$ cat src/rtl/dp_sink_aux_responder.sv
// DisplayPort sink AUX responder.
// Serves native AUX writes to a 16-byte link-config region at CFG_BASE and native reads from
// that region or from an 8-byte read-only status region at STAT_BASE.
// Optional feature macro DP_SINK_AUX_DEFER_EN: when defined, a legal request accepted while
// Sink_Busy is high is answered with DEFER instead of being serviced.

module dp_sink_aux_responder #(
  parameter logic [19:0] CFG_BASE  = 20'h00100,
  parameter logic [19:0] STAT_BASE = 20'h00200
) (
  input  logic        clk,
  input  logic        reset,
  input  logic        Req_VLD,
  input  logic [3:0]  Req_CMD,
  input  logic [19:0] Req_Address,
  input  logic [7:0]  Req_LEN,
  input  logic [7:0]  Req_Data,
  input  logic        Req_Data_VLD,
  input  logic        Sink_Busy,
  input  logic [63:0] Status_In,
  output logic [1:0]  Reply_ACK,
  output logic        Reply_ACK_VLD,
  output logic [7:0]  Reply_Data,
  output logic        Reply_Data_VLD,
  output logic        Busy
);

  typedef enum logic [1:0] {StIdle, StWrData, StAck, StRdData} state_e;

  localparam logic [1:0] AckOk    = 2'b00;
  localparam logic [1:0] AckNack  = 2'b01;
  localparam logic [1:0] AckDefer = 2'b10;

  localparam logic [20:0] CfgLast  = {1'b0, CFG_BASE} + 21'd15;
  localparam logic [20:0] StatLast = {1'b0, STAT_BASE} + 21'd7;

  state_e     state_q, state_d;
  logic [3:0] addr_lo_q, addr_lo_d;  // only the low nibble is needed once legality is known
  logic [3:0] len_q, len_d;
  logic [3:0] cnt_q, cnt_d;
  logic [1:0] ack_q, ack_d;
  logic       rd_go_q, rd_go_d;      // ACK state continues into RD_DATA
  logic       stat_sel_q, stat_sel_d;
  logic [7:0] cfg_q [16];

  logic [20:0] span_end;
  logic        in_cfg, in_stat, len_ok, is_wr, is_rd;
  logic        wr_legal, rd_legal, defer;
  logic        wr_en;
  logic [3:0]  cur_lo;
  logic [3:0]  cfg_idx;
  logic [2:0]  stat_idx;

  // Request decode; the 21-bit span end keeps Address+LEN from wrapping into a region.
  always_comb begin
    span_end = {1'b0, Req_Address} + {13'b0, Req_LEN};
    in_cfg   = (Req_Address >= CFG_BASE) && (span_end <= CfgLast);
    in_stat  = (Req_Address >= STAT_BASE) && (span_end <= StatLast);
    len_ok   = (Req_LEN <= 8'd15);
    is_wr    = (Req_CMD == 4'b1000);
    is_rd    = (Req_CMD == 4'b1001);
    wr_legal = is_wr && len_ok && in_cfg;
    rd_legal = is_rd && len_ok && (in_cfg || in_stat);
  end

`ifdef DP_SINK_AUX_DEFER_EN
  assign defer = Sink_Busy;
`else
  logic unused_sink_busy;
  assign unused_sink_busy = Sink_Busy;
  assign defer = 1'b0;
`endif

  // Byte offset of the current transfer within its region (regions are base-relative).
  always_comb begin
    cur_lo   = addr_lo_q + cnt_q;
    cfg_idx  = cur_lo - CFG_BASE[3:0];
    stat_idx = cur_lo[2:0] - STAT_BASE[2:0];
  end

  // Next-state and transfer control.
  always_comb begin
    state_d    = state_q;
    addr_lo_d  = addr_lo_q;
    len_d      = len_q;
    cnt_d      = cnt_q;
    ack_d      = ack_q;
    rd_go_d    = rd_go_q;
    stat_sel_d = stat_sel_q;
    wr_en      = 1'b0;
    unique case (state_q)
      StIdle: begin
        if (Req_VLD) begin
          addr_lo_d  = Req_Address[3:0];
          len_d      = Req_LEN[3:0];
          cnt_d      = 4'd0;
          stat_sel_d = in_stat;
          rd_go_d    = 1'b0;
          if (wr_legal && !defer) begin
            state_d = StWrData;
          end else begin
            state_d = StAck;
            if (!(wr_legal || rd_legal)) begin
              ack_d = AckNack;
            end else if (defer) begin
              ack_d = AckDefer;
            end else begin
              ack_d   = AckOk;
              rd_go_d = 1'b1;
            end
          end
        end
      end
      StWrData: begin
        if (Req_Data_VLD) begin
          wr_en = 1'b1;
          if (cnt_q == len_q) begin
            state_d = StAck;
            ack_d   = AckOk;
            rd_go_d = 1'b0;
          end else begin
            cnt_d = cnt_q + 4'd1;
          end
        end
      end
      StAck: begin
        cnt_d   = 4'd0;
        state_d = rd_go_q ? StRdData : StIdle;
      end
      StRdData: begin
        if (cnt_q == len_q) begin
          state_d = StIdle;
        end else begin
          cnt_d = cnt_q + 4'd1;
        end
      end
    endcase
  end

  // Control state registers.
  always_ff @(posedge clk or posedge reset) begin
    if (reset) begin
      state_q    <= StIdle;
      addr_lo_q  <= 4'd0;
      len_q      <= 4'd0;
      cnt_q      <= 4'd0;
      ack_q      <= AckOk;
      rd_go_q    <= 1'b0;
      stat_sel_q <= 1'b0;
    end else begin
      state_q    <= state_d;
      addr_lo_q  <= addr_lo_d;
      len_q      <= len_d;
      cnt_q      <= cnt_d;
      ack_q      <= ack_d;
      rd_go_q    <= rd_go_d;
      stat_sel_q <= stat_sel_d;
    end
  end

  // Link-config byte storage; cleared by reset so aborted writes leave nothing behind.
  always_ff @(posedge clk or posedge reset) begin
    if (reset) begin
      for (int i = 0; i < 16; i++) begin
        cfg_q[i] <= 8'h00;
      end
    end else if (wr_en) begin
      cfg_q[cfg_idx] <= Req_Data;
    end
  end

  // Reply outputs; status bytes are taken live from Status_In in the cycle they are sent.
  always_comb begin
    Reply_ACK      = ack_q;
    Reply_ACK_VLD  = (state_q == StAck);
    Reply_Data_VLD = (state_q == StRdData);
    Busy           = (state_q != StIdle);
    Reply_Data     = 8'h00;
    if (state_q == StRdData) begin
      Reply_Data = stat_sel_q ? Status_In[{stat_idx, 3'b000} +: 8] : cfg_q[cfg_idx];
    end
  end

endmodule

$ cat config.mk
export PLATFORM = sky130hd
export DESIGN_NAME = dp_sink_aux_responder
export DESIGN_NICKNAME = d
export VERILOG_FILES = /design/src/rtl/dp_sink_aux_responder.sv
export SDC_FILE = /design/constraint.sdc
export NUM_CORES = 1
export LEC_CHECK = 0
export BUFFER_PORTS_ARGS = -buffer_cell sky130_fd_sc_hd__buf_2
export CAP_MARGIN = 10
export CORE_UTILIZATION = 50
export CTS_CLUSTER_SIZE = 14
export DETAILED_ROUTE_END_ITERATION = 8
export PLACE_DENSITY = 0.71
export SYNTH_ARGS = -nofsm -noshare
export SYNTH_HDL_FRONTEND = slang
export SYNTH_SLANG_ARGS = --single-unit
$ cat constraint.sdc
create_clock -name clk -period 3.8 [get_ports clk]
set_input_delay 0.19 -clock clk [delete_from_list [all_inputs] [get_ports clk]]
set_output_delay 0.19 -clock clk [all_outputs]
set_load 0.05 [all_outputs]
==> results of run 1 <==
cells by family (layout without fill, tap and decap cells):
| group | count (synthesis) | count (layout) |
|---|---|---|
| adder cells (fa/ha/maj) | 14 | 14 |
| buffers and inverters | 48 | 189 |
| other | 1 | 1 |
| flip-flops | 145 | 145 |
| AO/OA/AOI/OAI | 76 | 76 |
| multiplexers | 185 | 185 |
| AND/OR/NAND/NOR | 152 | 152 |
| XOR/XNOR | 16 | 16 |
layer usage:
metal	global-route usage	vias to the layer above
li1	-	2623
met2	0.4083	161
met4	0.09850	0
met5	0	-
met1	0.3341	3007
met3	0.04583	31
path summary, 6_finish.rpt:
kind	cells past startpoint	slack (ns)	endpoint
max	9	0.11	Reply_Data[1]
min	2	0.02	len_q[0]
max reg2reg	6	0.62	cfg_q[96]
min reg2reg	1	0.48	cfg_q[11]
max in group asynchronous	5	2.26	cfg_q[4]
min in group asynchronous	3	0.41	cfg_q[121]
cells in the final DEF, fill, tap and decap left out, types with 2 or more instances in the layout:
| master | instances |
|---|---|
| nor3_1 | 3 |
| o21ai_1 | 4 |
| xnor2_1 | 6 |
| buf_2 | 119 |
| buf_4 | 19 |
| a21oi_1 | 17 |
| a21oi_2 | 3 |
| a22o_1 | 2 |
| ha_1 | 11 |
| mux2_2 | 35 |
| dfrtp_1 | 145 |
| clkbuf_16 | 17 |
| mux4_2 | 49 |
| clkinv_2 | 3 |
| xor2_1 | 7 |
| mux2i_1 | 2 |
| o21ai_0 | 9 |
| inv_1 | 14 |
| mux2_1 | 99 |
| clkbuf_8 | 4 |
| nor2b_1 | 3 |
| xnor2_2 | 2 |
| a311oi_2 | 8 |
| nand2b_1 | 3 |
| or3_1 | 2 |
| nor3_2 | 2 |
| nor4_1 | 3 |
| clkbuf_1 | 6 |
| and3_1 | 2 |
| nor2_2 | 5 |
| nor2_1 | 19 |
| nand2_1 | 84 |
| a211oi_1 | 9 |
| nand4_1 | 3 |
| o21a_1 | 2 |
| buf_12 | 2 |
| and2_1 | 4 |
| bufinv_16 | 2 |
| nand3_1 | 9 |
critical path, cell delays in order, from the launching register on:
cell and delay, ns:
dfrtp_1 0.47, ha_4 0.20, fa_2 0.71, buf_12 0.23, mux4_2 0.33, nand2_1 0.08
nand2_1 0.11, a211oi_1 0.54, a311oi_2 0.10, buf_2 0.27
registers in the layout, indices dropped and copies added, names as in the netlist:
register    cells
cfg_q         128
addr_lo_q       4
cnt_q           4
len_q           4
state_q         2
Reply_ACK       1
rd_go_q         1
stat_sel_q      1
per-stage QoR:
| step | total power [uW] | std cells | utilization |
|---|---|---|---|
| after floorplan | 1982 | 637 | - |
| after global placement | 2162 | 960 | 0.5726 |
| after detailed placement | 2179 | 960 | 0.5726 |
| after CTS | 3807 | 992 | 0.6090 |
| after global routing | 3941 | 994 | 0.6114 |
| final | 3791 | 994 | 0.6114 |
what timing repair did:
action	in CTS	in global routing
resized for setup	0	0
hold endpoints to repair	0	25
hold buffers	0	1
final cells by class:
class / count / area, um^2 / share of cell area
inverters: 15 / 60.06 / 0.006184
flip-flops and latches: 145 / 3628 / 0.3736
multi-input cells: 444 / 4359 / 0.4489
clock buffers: 27 / 503.0 / 0.05179
repair buffers: 142 / 815.8 / 0.08400
well taps: 216 / 270.3 / 0.02783
clock inverters: 5 / 75.07 / 0.007730
power groups by stage:
| stage | clock [uW] | sequential, uW | combinational, uW |
|---|---|---|---|
| after floorplan | 0 | 1600 | 381 |
| after global placement | 0 | 1600 | 563 |
| after detailed placement | 0 | 1600 | 579 |
| after CTS | 1650 | 1570 | 580 |
| after global routing | 1740 | 1570 | 630 |
| final | 1640 | 1570 | 581 |
==> flow_summary_export.csv, run 1 <==
group,metric,value,unit
status,outcome,"finished clean",
clock_tree,clockBufferDepth,2,
synth,ys_types,70,
power,clockPowerShare,0.432,
sta,post-route-period-util,0.9711,
synth,synthMuxAreaShare,0.3242,
sta,hold_ws,0.02332,ns
detailed_routing,viasPerCell,5.857,
global_routing,antenna_found_initial,0,
critical_path,crit_path_end_kind,"output pin",
clock_tree,cts_sinks,145,
detailed_routing,routedWlPerCell,20.03,um
detailed_routing,drtIter0Drc,391,
placed_design,placed_cell_area,0.009096,mm^2
clock_tree,clk_pin_slew,0.06,ns
critical_path,path_class,"flop to output pin",
detailed_routing,drcViolationCount,0,
power,p_leak,0.004708,uW
sta,max_slew_margin,0.3686,
power,cellPowerDensity,390.3,mW/mm^2
hold_path,hp-start,"Req_LEN[0]",
power,peakVddDrop,0.2633,mV
power,switching_share,0.2504,
finish,design_area,0.009712,mm^2
power,p_seq_frac,0.415,
clock_tree,clock_latency,0.42,ns
synth,syn_inst,637,
sta,fin_crit,3.690,ns
detailed_routing,antenna_left,0,
synth,synth_compound_area_frac,0.07134,
sta,worst_pin_slew,0.9425,ns
finish,drive_gt1_frac,0.3753,
floorplan,core,0.01589,mm^2
critical_path,crit_fanout,25,
critical_path,start_kind,"flop",
synth,synth_top_area_frac,0.4468,
synth,synth_top_cell_by_area,"dfrtp_1",
clock_tree,cts_root_buffer,"clkbuf_16",
global_routing,grt_pass1_wl,31300,um
detailed_routing,wl_met3,695,um
detailed_routing,drtPass1Iterations,4,
placed_design,place_congestion,0.7672,
critical_path,cp.required,3.61,ns
floorplan,start_util,0.5112,
sta,drv_slew,0,
flow_run,cap_violations,0,
floorplan,dieArea,0.01675,mm^2
finish,antenna_cells,0,
critical_path,cp.arrival,3.50,ns
synth,synth-xor-area-share,0.01726,
synth,synth_fa_ha_area_frac,0.02342,
clock_tree,postCtsSetupRepairBufs,0,
global_routing,grt_usage,0.2507,
synth,synthFlopType,"dfrtp_1",
clock_tree,h-tree-depth,4,
synth,syn_area,0.008120,mm^2
synth,synth.top_cells.by_count,"145 x dfrtp_1, 99 x mux2_1, 84 x nand2_1",
sta,finalHoldViolations,0,
synth,avgSynthCellArea,12.75,um^2
detailed_routing,wl_met2,9972,um
sta,skew,0.006164,ns
floorplan,ios,122,
finish,nFillCells,1245,
power,internal_power,2841,uW
placed_design,port_buffers,119,
critical_path,startpoint,"cnt_q[0]",
floorplan,chipHeight,129.4,um
clock_tree,cts_tree,"done",
power,comb_power_share,0.153,
detailed_routing,routed_wl,19910,um
finish,nets,888,
placed_design,place_ws,0.6288,ns
synth,synth_top_family_by_area,"multiplexers",
synth,syn_nets,760,
synth,async_flop_share,1.000,
sta,fmax,0.2710,GHz
detailed_routing,top_layer_used,"met4",
global_routing,grt_max_degree,53,
sta,timing.final.ws_setup,0.1096,ns
floorplan,num_rows,46,
sta,rsz0062_at_grt,"false",
power,p_sw,949.2,uW
floorplan,die_x,129.4,um
global_routing,grt_pass1_vias,5984,
finish,areaGrowthSynthToFinish,19.60,%
sta,setup-tns-final,0,ns
synth,yosysMostFrequentCell,"dfrtp_1",
synth,ys_ff_latch,145,
synth,synthSimpleGateAreaFrac,0.08937,
clock_tree,cts_made_buffers,17,
synth,yosysSeqAreaShare,0.4468,
global_routing,gr-total-overflow,0,
placed_design,hpwlAfterDp,14290,um
sta,setup_viol,0,
hold_path,hp-class,"input pin to flop",
synth,synth-edff-count,0,
synth,yosysWarningCount,0,
detailed_routing,wl_met1,8776,um
synth,synthTopCellsByArea,"dfrtp_1 45%, mux2_1 14%, mux4_2 14%, mux2_2 4.9%, nand2_1 3.9%",
critical_path,r2r-start,"cnt_q[0]",
detailed_routing,vias,5822,
(Power assumes the default switching activity.)
==> run 2, diff against run 1 <==
PLACE_DENSITY = 0.84   (was 0.71)
==> run 2 against run 1 <==
Compared with the run above:
- the flow now finishes with violations (negative hold slack)
- sequential power hardly changed
- non-clock buffer count is 12 lower
- via count hardly changed
- power is 1.5% lower
- largest cell class unchanged
- sequential share of layout area is 0.43 points higher
- flip-flop and latch count stayed put
- cell count is 1.2% lower
- combinational power is 2% lower
- critical endpoint is now Reply_Data[2]
==> flow_summary_export.csv, run 2 (synthesis gave the netlist of run 1 again) <==
group,metric,value,unit
critical_path,path_delay_family,"adder cells",
critical_path,start_kind,"flop",
detailed_routing,drcViolationCount,0,
detailed_routing,drtIter0Drc,475,
finish,drive_gt1_frac,0.3734,
clock_tree,clk_pin_slew,0.06,ns
detailed_routing,antenna_left,0,
detailed_routing,vias,5827,
placed_design,place_congestion,0.8065,
finish,antenna_cells,0,
clock_tree,cts_tree,"done",
floorplan,core,0.01589,mm^2
placed_design,port_buffers,119,
clock_tree,clockBufferDepth,2,
critical_path,crit_chain,"ha_4 > fa_2 > buf_12 > mux4_2 > nand2_1 > a21oi_1 > a211oi_1 > a311oi_2 > buf_2",
floorplan,die_x,129.4,um
critical_path,endpoint,"Reply_Data[2]",
detailed_routing,routed_wl,19930,um
power,cellPowerDensity,389.0,mW/mm^2
finish,final_cell_mix,"145 x dfrtp_1, 119 x buf_2, 99 x mux2_1",
sta,drv_slew,0,
sta,setup-tns-final,0,ns
clock_tree,cts_made_buffers,17,
sta,skew,0.003026,ns
floorplan,num_rows,46,
finish,final_common_cell,"dfrtp_1",
critical_path,r2r-start,"cnt_q[2]",
sta,rsz0062_at_grt,"true",
status,violations,"negative hold slack",
clock_tree,h-tree-depth,4,
critical_path,worstReg2RegEnd,"cfg_q[101]",
critical_path,cp.required,3.61,ns
floorplan,dieArea,0.01675,mm^2
critical_path,startpoint,"cnt_q[0]",
flow_run,cap_violations,0,
finish,nFillCells,1234,
sta,setup_viol,0,
floorplan,chipHeight,129.4,um
global_routing,antenna_found_initial,0,
status,outcome,"finished with violations",
power,peakVddDrop,0.3325,mV
hold_path,hp-class,"input pin to async pin",
power,power.total,3735,uW
placed_design,placed_cell_area,0.009014,mm^2
sta,fmax,0.2678,GHz
sta,finalHoldViolations,2,
global_routing,grt_pass1_wl,30700,um
critical_path,max_stage_delay,0.75,ns
clock_tree,cts_sinks,145,
sta,fin_crit,3.735,ns
critical_path,path_depth,9,
critical_path,cp.arrival,3.54,ns
critical_path,crit_path_end_kind,"output pin",
sta,max_slew_margin,0.2179,
critical_path,crit_buf_inv,2,
detailed_routing,viasPerCell,5.934,
global_routing,grt_pass1_vias,5921,
global_routing,grt_max_degree,146,
global_routing,grt_usage,0.2478,
floorplan,start_util,0.5112,
sta,worst_pin_slew,1.167,ns
sta,post-route-period-util,0.9828,
detailed_routing,routedWlPerCell,20.30,um
clock_tree,cts_resized,0,
detailed_routing,drtPass1Iterations,5,
global_routing,gr-total-overflow,0,
critical_path,path_class,"flop to output pin",
clock_tree,cts_root_buffer,"clkbuf_16",
critical_path,r2r_slack,0.56,ns
critical_path,slowest_stage,"fa_2",
finish,regMostFlops,"cfg_q",
sta,hold_ws,-0.001244,ns
finish,design_area,0.009602,mm^2
finish,largest_reg_flops,128,
critical_path,crit_fanout,38,
critical_path,reg2reg_depth,6,
finish,areaGrowthSynthToFinish,18.24,%
power,p_leak,0.004645,uW
clock_tree,clock_latency,0.42,ns
placed_design,hpwlAfterDp,13500,um
finish,nets,876,
floorplan,ios,122,
run 2: cell count changes in the layout (fill, tap and decap cells not counted):
cell,delta
buf_4,-11
dlygate4sd3_1,-1
buf_12,+1
clkinv_4,+1
clkinv_2,+3
clkinvlp_4,+2
clkbuf_1,-5
buf_16,-1
bufinv_16,-1
run 2: timing repair:
action	CTS	global route
hold buffers	0	0
setup endpoints to repair	0	1
setup buffers	0	1
run 2: worst min path at each step:
stage	startpoint	endpoint	slack (ns)
floorplan	Req_Data[0]	cfg_q[0]	0.32
global placement	Req_Address[2]	addr_lo_q[2]	0.45
detailed placement	Req_Address[3]	addr_lo_q[3]	0.46
CTS	Req_Address[3]	addr_lo_q[3]	0.02
global route	Req_LEN[2]	len_q[2]	0.03
finish	reset	cfg_q[97]	-0.001
run 2: routing by layer:
layer / part of all wire / vias to the layer above / track usage / wire length, um
met5: 0 / - / 0 / 0
met4: 0.023 / 0 / 0.09986 / 461
li1: - / 2592 / - / -
met2: 0.51 / 155 / 0.4156 / 10230
met3: 0.040 / 33 / 0.04872 / 795
met1: 0.42 / 3047 / 0.3170 / 8443
run 2: report_power, final:
group,switching (uW),total [uW],internal (uW)
combinational,334,571,237
clock,627,1590,962
sequential,15.7,1580,1560
run 2: layout make-up:
type | count | area (um^2) | share of cell area
inverter | 15 | 60.06 | 0.006255
multi-input combinational | 444 | 4359 | 0.4540
clock buffer | 22 | 484.2 | 0.05043
sequential | 145 | 3628 | 0.3779
tap | 216 | 270.3 | 0.02815
clock inverter | 10 | 83.83 | 0.008731
timing repair buffer | 130 | 715.7 | 0.07454
run 2: tightest hold or removal path: cells and delay by family:
kind / cells / cell delay [ns]
buffers and inverters: 3 / 0.72
run 2: per-stage QoR:
step / utilization / worst slack (ns) / std cells
global route: 0.6044 / -0.0006026 / 982
finish: 0.6044 / 0.06538 / 982
detailed placement: 0.5674 / 0.5560 / 949
global placement: 0.5674 / 0.5692 / 949
floorplan: - / 0.4870 / 637
CTS: 0.6032 / 0.06719 / 981
